<file path="config.mk">
export PLATFORM = sky130hd
export DESIGN_NAME = sram_like_arbiter
export DESIGN_NICKNAME = d
export VERILOG_FILES = /design/src/rtl/sram_like_arbiter.sv
export SDC_FILE = /design/constraint.sdc
export NUM_CORES = 1
export LEC_CHECK = 0
export ABC_CLOCK_PERIOD_IN_PS = 6400
export BUFFER_PORTS_ARGS = -buffer_cell sky130_fd_sc_hd__buf_4
export CAP_MARGIN = 20
export CORE_AREA = 2 2 119 121
export DETAILED_ROUTE_END_ITERATION = 10
export DIE_AREA = 0 0 121 123
export PLACE_DENSITY = 0.52
export REMOVE_ABC_BUFFERS = 1
export SYNTH_ARGS = -nofsm -noshare
export SYNTH_HDL_FRONTEND = slang
export SYNTH_SLANG_ARGS = --single-unit
</file>
<file path="constraint.sdc">
create_clock -name clk -period 6.4 [get_ports clk]
set_clock_uncertainty 0.15 [all_clocks]
set_input_delay 0.64 -clock clk [delete_from_list [all_inputs] [get_ports clk]]
set_output_delay 0.64 -clock clk [all_outputs]
set_load 0.01 [all_outputs]
</file>
<file path="src/rtl/sram_like_arbiter.sv">
// Two-master (inst/data) to one-slave arbiter for the SRAM-like bus, with an
// in-order return FIFO. Define ARB_RR_EN for round-robin instead of data-first priority.
module sram_like_arbiter #(
  parameter int OUTSTANDING = 2
) (
  input  logic        clk,
  input  logic        resetn,
  input  logic        inst_req,
  input  logic        inst_wr,
  input  logic [1:0]  inst_size,
  input  logic [31:0] inst_addr,
  input  logic [31:0] inst_wdata,
  output logic        inst_addr_ok,
  output logic        inst_data_ok,
  output logic [31:0] inst_rdata,
  input  logic        data_req,
  input  logic        data_wr,
  input  logic [1:0]  data_size,
  input  logic [31:0] data_addr,
  input  logic [31:0] data_wdata,
  output logic        data_addr_ok,
  output logic        data_data_ok,
  output logic [31:0] data_rdata,
  output logic        sl_req,
  output logic        sl_wr,
  output logic [1:0]  sl_size,
  output logic [31:0] sl_addr,
  output logic [31:0] sl_wdata,
  input  logic        sl_addr_ok,
  input  logic        sl_data_ok,
  input  logic [31:0] sl_rdata,
  output logic        spurious_err
);

  localparam int CNT_W = $clog2(OUTSTANDING + 1);
  localparam int PTR_W = (OUTSTANDING > 1) ? $clog2(OUTSTANDING) : 1;

  typedef enum logic {OWNER_INST = 1'b0, OWNER_DATA = 1'b1} owner_e;

  owner_e                 grant;
  owner_e                 lock_owner;
  logic                   lock_q;
  logic [OUTSTANDING-1:0] order_q;
  logic [PTR_W-1:0]       wr_ptr;
  logic [PTR_W-1:0]       rd_ptr;
  logic [CNT_W-1:0]       count_q;
  logic                   full;
  logic                   empty;
  logic                   push;
  logic                   pop;
  logic                   granted_req;
  logic                   head_data;

`ifdef ARB_RR_EN
  owner_e last_winner;
`endif

  function automatic logic [PTR_W-1:0] ptr_inc(input logic [PTR_W-1:0] p);
    return (p == PTR_W'(OUTSTANDING - 1)) ? '0 : p + 1'b1;
  endfunction

  // NOTE: every path assigns grant because the default comes first; no latch.
  always_comb begin
    grant = OWNER_INST;
    if (lock_q) begin
      grant = lock_owner;
    end else if (data_req && !inst_req) begin
      grant = OWNER_DATA;
    end else if (data_req && inst_req) begin
`ifdef ARB_RR_EN
      grant = (last_winner == OWNER_DATA) ? OWNER_INST : OWNER_DATA;
`else
      grant = OWNER_DATA;
`endif
    end
  end

  assign full        = (count_q == CNT_W'(OUTSTANDING));
  assign empty       = (count_q == '0);
  assign granted_req = (grant == OWNER_DATA) ? data_req : inst_req;
  assign sl_req      = resetn && granted_req && !full;
  assign sl_wr       = (grant == OWNER_DATA) ? data_wr    : inst_wr;
  assign sl_size     = (grant == OWNER_DATA) ? data_size  : inst_size;
  assign sl_addr     = (grant == OWNER_DATA) ? data_addr  : inst_addr;
  assign sl_wdata    = (grant == OWNER_DATA) ? data_wdata : inst_wdata;

  assign push         = sl_req && sl_addr_ok;
  assign pop          = sl_data_ok && !empty;
  assign inst_addr_ok = push && (grant == OWNER_INST);
  assign data_addr_ok = push && (grant == OWNER_DATA);

  assign head_data    = order_q[rd_ptr];
  assign inst_data_ok = pop && !head_data;
  assign data_data_ok = pop && head_data;
  assign inst_rdata   = sl_rdata;
  assign data_rdata   = sl_rdata;

  // NOTE: state registers use non-blocking assignments so all flops update together.
  always_ff @(posedge clk or negedge resetn) begin
    if (!resetn) begin
      lock_q     <= 1'b0;
      lock_owner <= OWNER_INST;
    end else if (sl_addr_ok) begin
      lock_q <= 1'b0;
    end else if (sl_req) begin
      lock_q     <= 1'b1;
      lock_owner <= grant;
    end
  end

  always_ff @(posedge clk or negedge resetn) begin
    if (!resetn) begin
      wr_ptr       <= '0;
      rd_ptr       <= '0;
      count_q      <= '0;
      spurious_err <= 1'b0;
    end else begin
      if (push) wr_ptr <= ptr_inc(wr_ptr);
      if (pop)  rd_ptr <= ptr_inc(rd_ptr);
      case ({push, pop})
        2'b10:   count_q <= count_q + 1'b1;
        2'b01:   count_q <= count_q - 1'b1;
        default: count_q <= count_q;
      endcase
      if (sl_data_ok && empty) spurious_err <= 1'b1;
    end
  end

  // NOTE: FIFO storage is not reset; the count keeps stale entries from being read.
  always_ff @(posedge clk) begin
    if (push) order_q[wr_ptr] <= grant;
  end

`ifdef ARB_RR_EN
  // Reset as if data won last, so inst goes first on the first tie.
  always_ff @(posedge clk or negedge resetn) begin
    if (!resetn)   last_winner <= OWNER_DATA;
    else if (push) last_winner <= grant;
  end
`endif

endmodule

</file>
==> Word level (Yosys, flattened, before mapping) <==
Index checks and enable logic that the tools add are counted.
{ "op_classes": {"n_addsub": 4, "magnitude_cmp": 3, "eq_ne": 3, "mux": 18, "bitwise_logic": 2, "reduce_logical": 20} }
{ "ops": {"columns": ["operator", "n"], "rows": [
  ["2-to-1 mux 32 bit", 2],
  ["logical AND 1 bit", 12],
  ["2-to-1 mux 1 bit", 12],
  ["== test 2 bit, second input constant", 2],
  ["logical NOT 1 bit", 4],
  ["< comparator 1 x 2 -> 1 bit, second input constant", 2],
  ["one-hot mux 2 bit (2 select lines)", 1],
  ["nonzero test 2 bit", 2],
  ["adder 1 bit, second input constant", 2],
  ["adder 2 x 1 -> 2 bit, second input constant", 1],
  ["bitwise mux 2 bit", 1],
  ["== test 2 x 1 -> 1 bit, second input constant", 1],
  ["logical NOT 2 bit", 1],
  ["2-to-1 mux 2 bit", 1],
  ["inverter 1 bit", 2],
  ["AND reduction 2 bit", 1],
  ["subtractor 2 x 1 -> 2 bit, second input constant", 1],
  ["demux 1 bit (select 1 bit)", 1],
  ["greater-or-equal comparator 1 bit, second input constant", 1]
]} }
{ "word_totals": {"reg_bits": 9, "input_bits": 172, "out_inout_bits": 137, "elab_cells": 57} }

==> Logic depth before layout (Yosys ltp) <==
{ "logic_depth": {"depth_word": 10, "depth_mapped": 8} }

==> Worst setup path after synthesis <==
Ideal clock, no wire load.
{ "synth_path": {"path_type": "input to output", "start": "input data_req", "end": "output sl_addr[29]", "t_arrival_ns": 1.589, "path_slack_ns": 4.021, "path_stages": 4, "n_path_buf": 2, "cell_sequence": "a21boi_2 -> buf_2 -> buf_4 -> mux2_2"} }
{ "synth_between": {"elab_chain_len": 5, "elab_cells_between_ends": 6, "cone_classes": "mux: 4; reduce/logical: 2"} }
{ "synth_rtl": {"columns": ["item", "line", "source"], "rows": [
  ["from (decl)", "16", "input logic data_req,"],
  ["logical AND 1 bit", "69", "end else if (data_req && inst_req) begin"],
  ["2-to-1 mux 1 bit", "69", null],
  ["2-to-1 mux 1 bit *", "67", "end else if (data_req && !inst_req) begin"],
  ["2-to-1 mux 1 bit *", "65", "if (lock_q) begin"],
  ["2-to-1 mux 32 bit *", "84", "assign sl_addr = (grant == OWNER_DATA) ? data_addr : inst_addr;"],
  ["to (decl)", "27", "output logic [31:0] sl_addr,"]
]} }
Mark *: on every way between the ends. The rest lies on a longest branch, timed or not.

==> Worst setup path in the final report <==
{ "layout_path": {"start": "input data_req", "end": "output sl_addr[8]"} }
The elaborated chain is that of the path after synthesis.

==> results.md <==
* Maximum vdd drop at 0.0676 mV
* CTS tree: built
* Final worst slack at 3.37 ns
* Crit Path Class: in -> out
* Die Ht at 123 um
* Core Box Area at 13600 um^2
* Tightest Pin Transition at 0.886 ns
* Worst reg2reg startpoint: count_q[0]
* DRC at 0
* Startpoint types: input pin
* Cell count after synthesis at 183
* Total wire length at 10400 um
* Post-cts repair resize count at 0
* Synth-to-Final Area Change at 79.3%
* Post-Syn Area at 1740 um^2
* 1st-iter DRT viols at 47
* Fillers at 1493
* Crit path cell chain: buf_4, a21boi_4, buf_4, mux2_2, buf_4
* Main synth FF type: dfrtp_1
* Layer with the highest usage: met1
* R2r endpoint: count_q[1]
* Pwr dens at 216 nW/um^2
* Drt pass-1 iters at 4
* Post-synth cell types at 25
* Met2 usage at 0.155
* Nets at 502
* Buf/Inv on CP at 3
* Leak Pwr at 1.54 nW
* Final Setup Violations at 0
* Wire per inst at 20.5 um
* GRT Overall Usage at 0.127
* WP data required at 5.61 ns
* Met3 usage at 0.122
* Final core utilization at 0.230
* Synth Register Bits at 9
* Async SR Flop Fraction at 0.778
* Fraction of layout cells with a size suffix above 1 at 0.875
* Number of synthesized flops with an enable pin at 2
* # IOs at 309
* Largest delay contributor family on the critical path: buffers and inverters
* Initial Util at 0.128
* Critical-path maximum fanout at 69
* Total global routing overflow at 0
* Run status: finished, final reports clean
* Width of the die at 121 um
* Worst slew margin at 0.409
* FF-to-FF setup slack at 4.26 ns
* Critical Path AT at 2.24 ns
* Number of port buffers at 212
* Register area share after synthesis at 0.135
* Crit end category: output pin
* Commonest non-fill, non-tap cell in the layout: buf_4
* Yosys warns at 0
* Most frequent cells in the layout: buf_4, mux2_2, nor2_1
* Syn_area_per_cell at 9.52 um^2
* Placement Setup Slack at 3.35 ns
* Tmin final at 3.03 ns
* Slew Limit Fails at 0
* Dpl hpwl at 9170 um
* Tcrit/Tclk final at 0.473
* Multi-input gate area at 971 um^2
* Htree depth at 1
* Final Hold Fails at 0
* CP max stage delay at 0.66 ns
* Postcts setup bufs at 0
* RSZ-0062 raised after global routing: no
* DR vias/cell at 3.85
* Clk pin slew, worst setup/hold paths at 0.04 ns
* Total power at 0.676 mW
* Die ar. at 14900 um^2
* Clock sink total at 9
* Antenna viol nets, final at 0
* Max-cap check violation count at 0
* Number of global-route vias before repair at 2065
* Hold Crit Class: in -> async
* Largest net degree at the start of global routing at 70
* CTS buffer count at 3
* CP max stage cell: buf_4
* DR vias at 1954
* Met1 GRT Util at 0.157
* Max Fclk at 330 MHz
* Setup TNS at 0 ns
* Rows at 43
* Cell at the root of the clock tree: clkbuf_16
* Max Root-Sink Buffers at 2
* # diodes at 0
* Gp weighted congestion at 0.661
* Reg area at 235 um^2
* Crit-path most repeated cell: buf_4
* R2R depth at 6
* Clock latency at the later pin of the worst-skew pair at 0.24 ns
* Cts hold-fix bufs at 0
* First-pass GRT wire length at 13500 um
* Antenna violations before repair at 0
## state kept, by name, indices dropped and copies added, names as in the netlist
register / count
lock_owner: 1
order_q: 2
wr_ptr: 1
rd_ptr: 1
lock_q: 1
spurious_err: 1
count_q: 2
## through the flow
| step | std cells | hold WS (ns) | cell area, um^2 |
|---|---|---|---|
| final | 508 | 0.0657 | 3120 |
| after global routing | 508 | 0.0669 | 3120 |
| after CTS | 508 | 0.0638 | 3120 |
| after detailed placement | 504 | 0.305 | 3050 |
| after global placement | 504 | 0.293 | 3050 |
| after floorplan | 111 | 0.194 | 1210 |
## worst max path at each step
stage | start | end | slack [ns] | cells past startpoint
after global routing | lock_q | sl_wdata[8] | 3.25 | 5
after detailed placement | data_req | sl_wdata[8] | 3.35 | 5
after CTS | lock_q | sl_wdata[8] | 3.34 | 5
after floorplan | data_req | sl_addr[0] | 2.54 | 2
final | data_req | sl_addr[8] | 3.37 | 5
after global placement | data_req | sl_wdata[8] | 3.38 | 5
## layer usage
| metal | routed length [um] | vias up |
|---|---|---|
| met1 | 4130 | 882 |
| met3 | 2150 | 8 |
| met2 | 4030 | 207 |
| li1 | - | 853 |
| met4 | 20 | 4 |
| met5 | 82 | - |
## power breakdown
group	switching [mW]	internal [mW]	leakage [nW]	total, mW
sequential	0.0203	0.0806	0.0989	0.101
combinational	0.195	0.268	1.40	0.463
clock	0.0288	0.0835	0.0382	0.112
## synthesized netlist by cell type (all sizes together), types with 2 or more instances
master | n | area share
o21ai | 2 | 0.0057
mux2 | 67 | 0.43
inv | 4 | 0.0086
nor3 | 2 | 0.0057
a21oi | 2 | 0.0057
edfxtp | 2 | 0.034
dfrtp | 7 | 0.10
nand2 | 2 | 0.0043
buf | 72 | 0.30
xnor2 | 4 | 0.024
nor2 | 8 | 0.017
## layout make-up
type	instances	share of cell area
Sequential cell	9	0.0753
Tap cell	180	0.0721
Multi-Input combinational cell	98	0.311
Timing Repair Buffer	213	0.512
Clock buffer	4	0.0252
Inverter	4	0.00481
## logic make-up (layout without fill, tap and decap cells)
family,after synthesis,count (layout),share of synthesized area
AOI/OAI and AO/OA,7,7,0.0280
adders and majority gates,1,1,0.00718
buffers and inverters,76,221,0.312
xor gates and xnor gates,5,5,0.0294
and+or+nand+nor,17,17,0.0495
DFF,9,9,0.135
muxes,68,68,0.439
(Power assumes the default switching activity.)
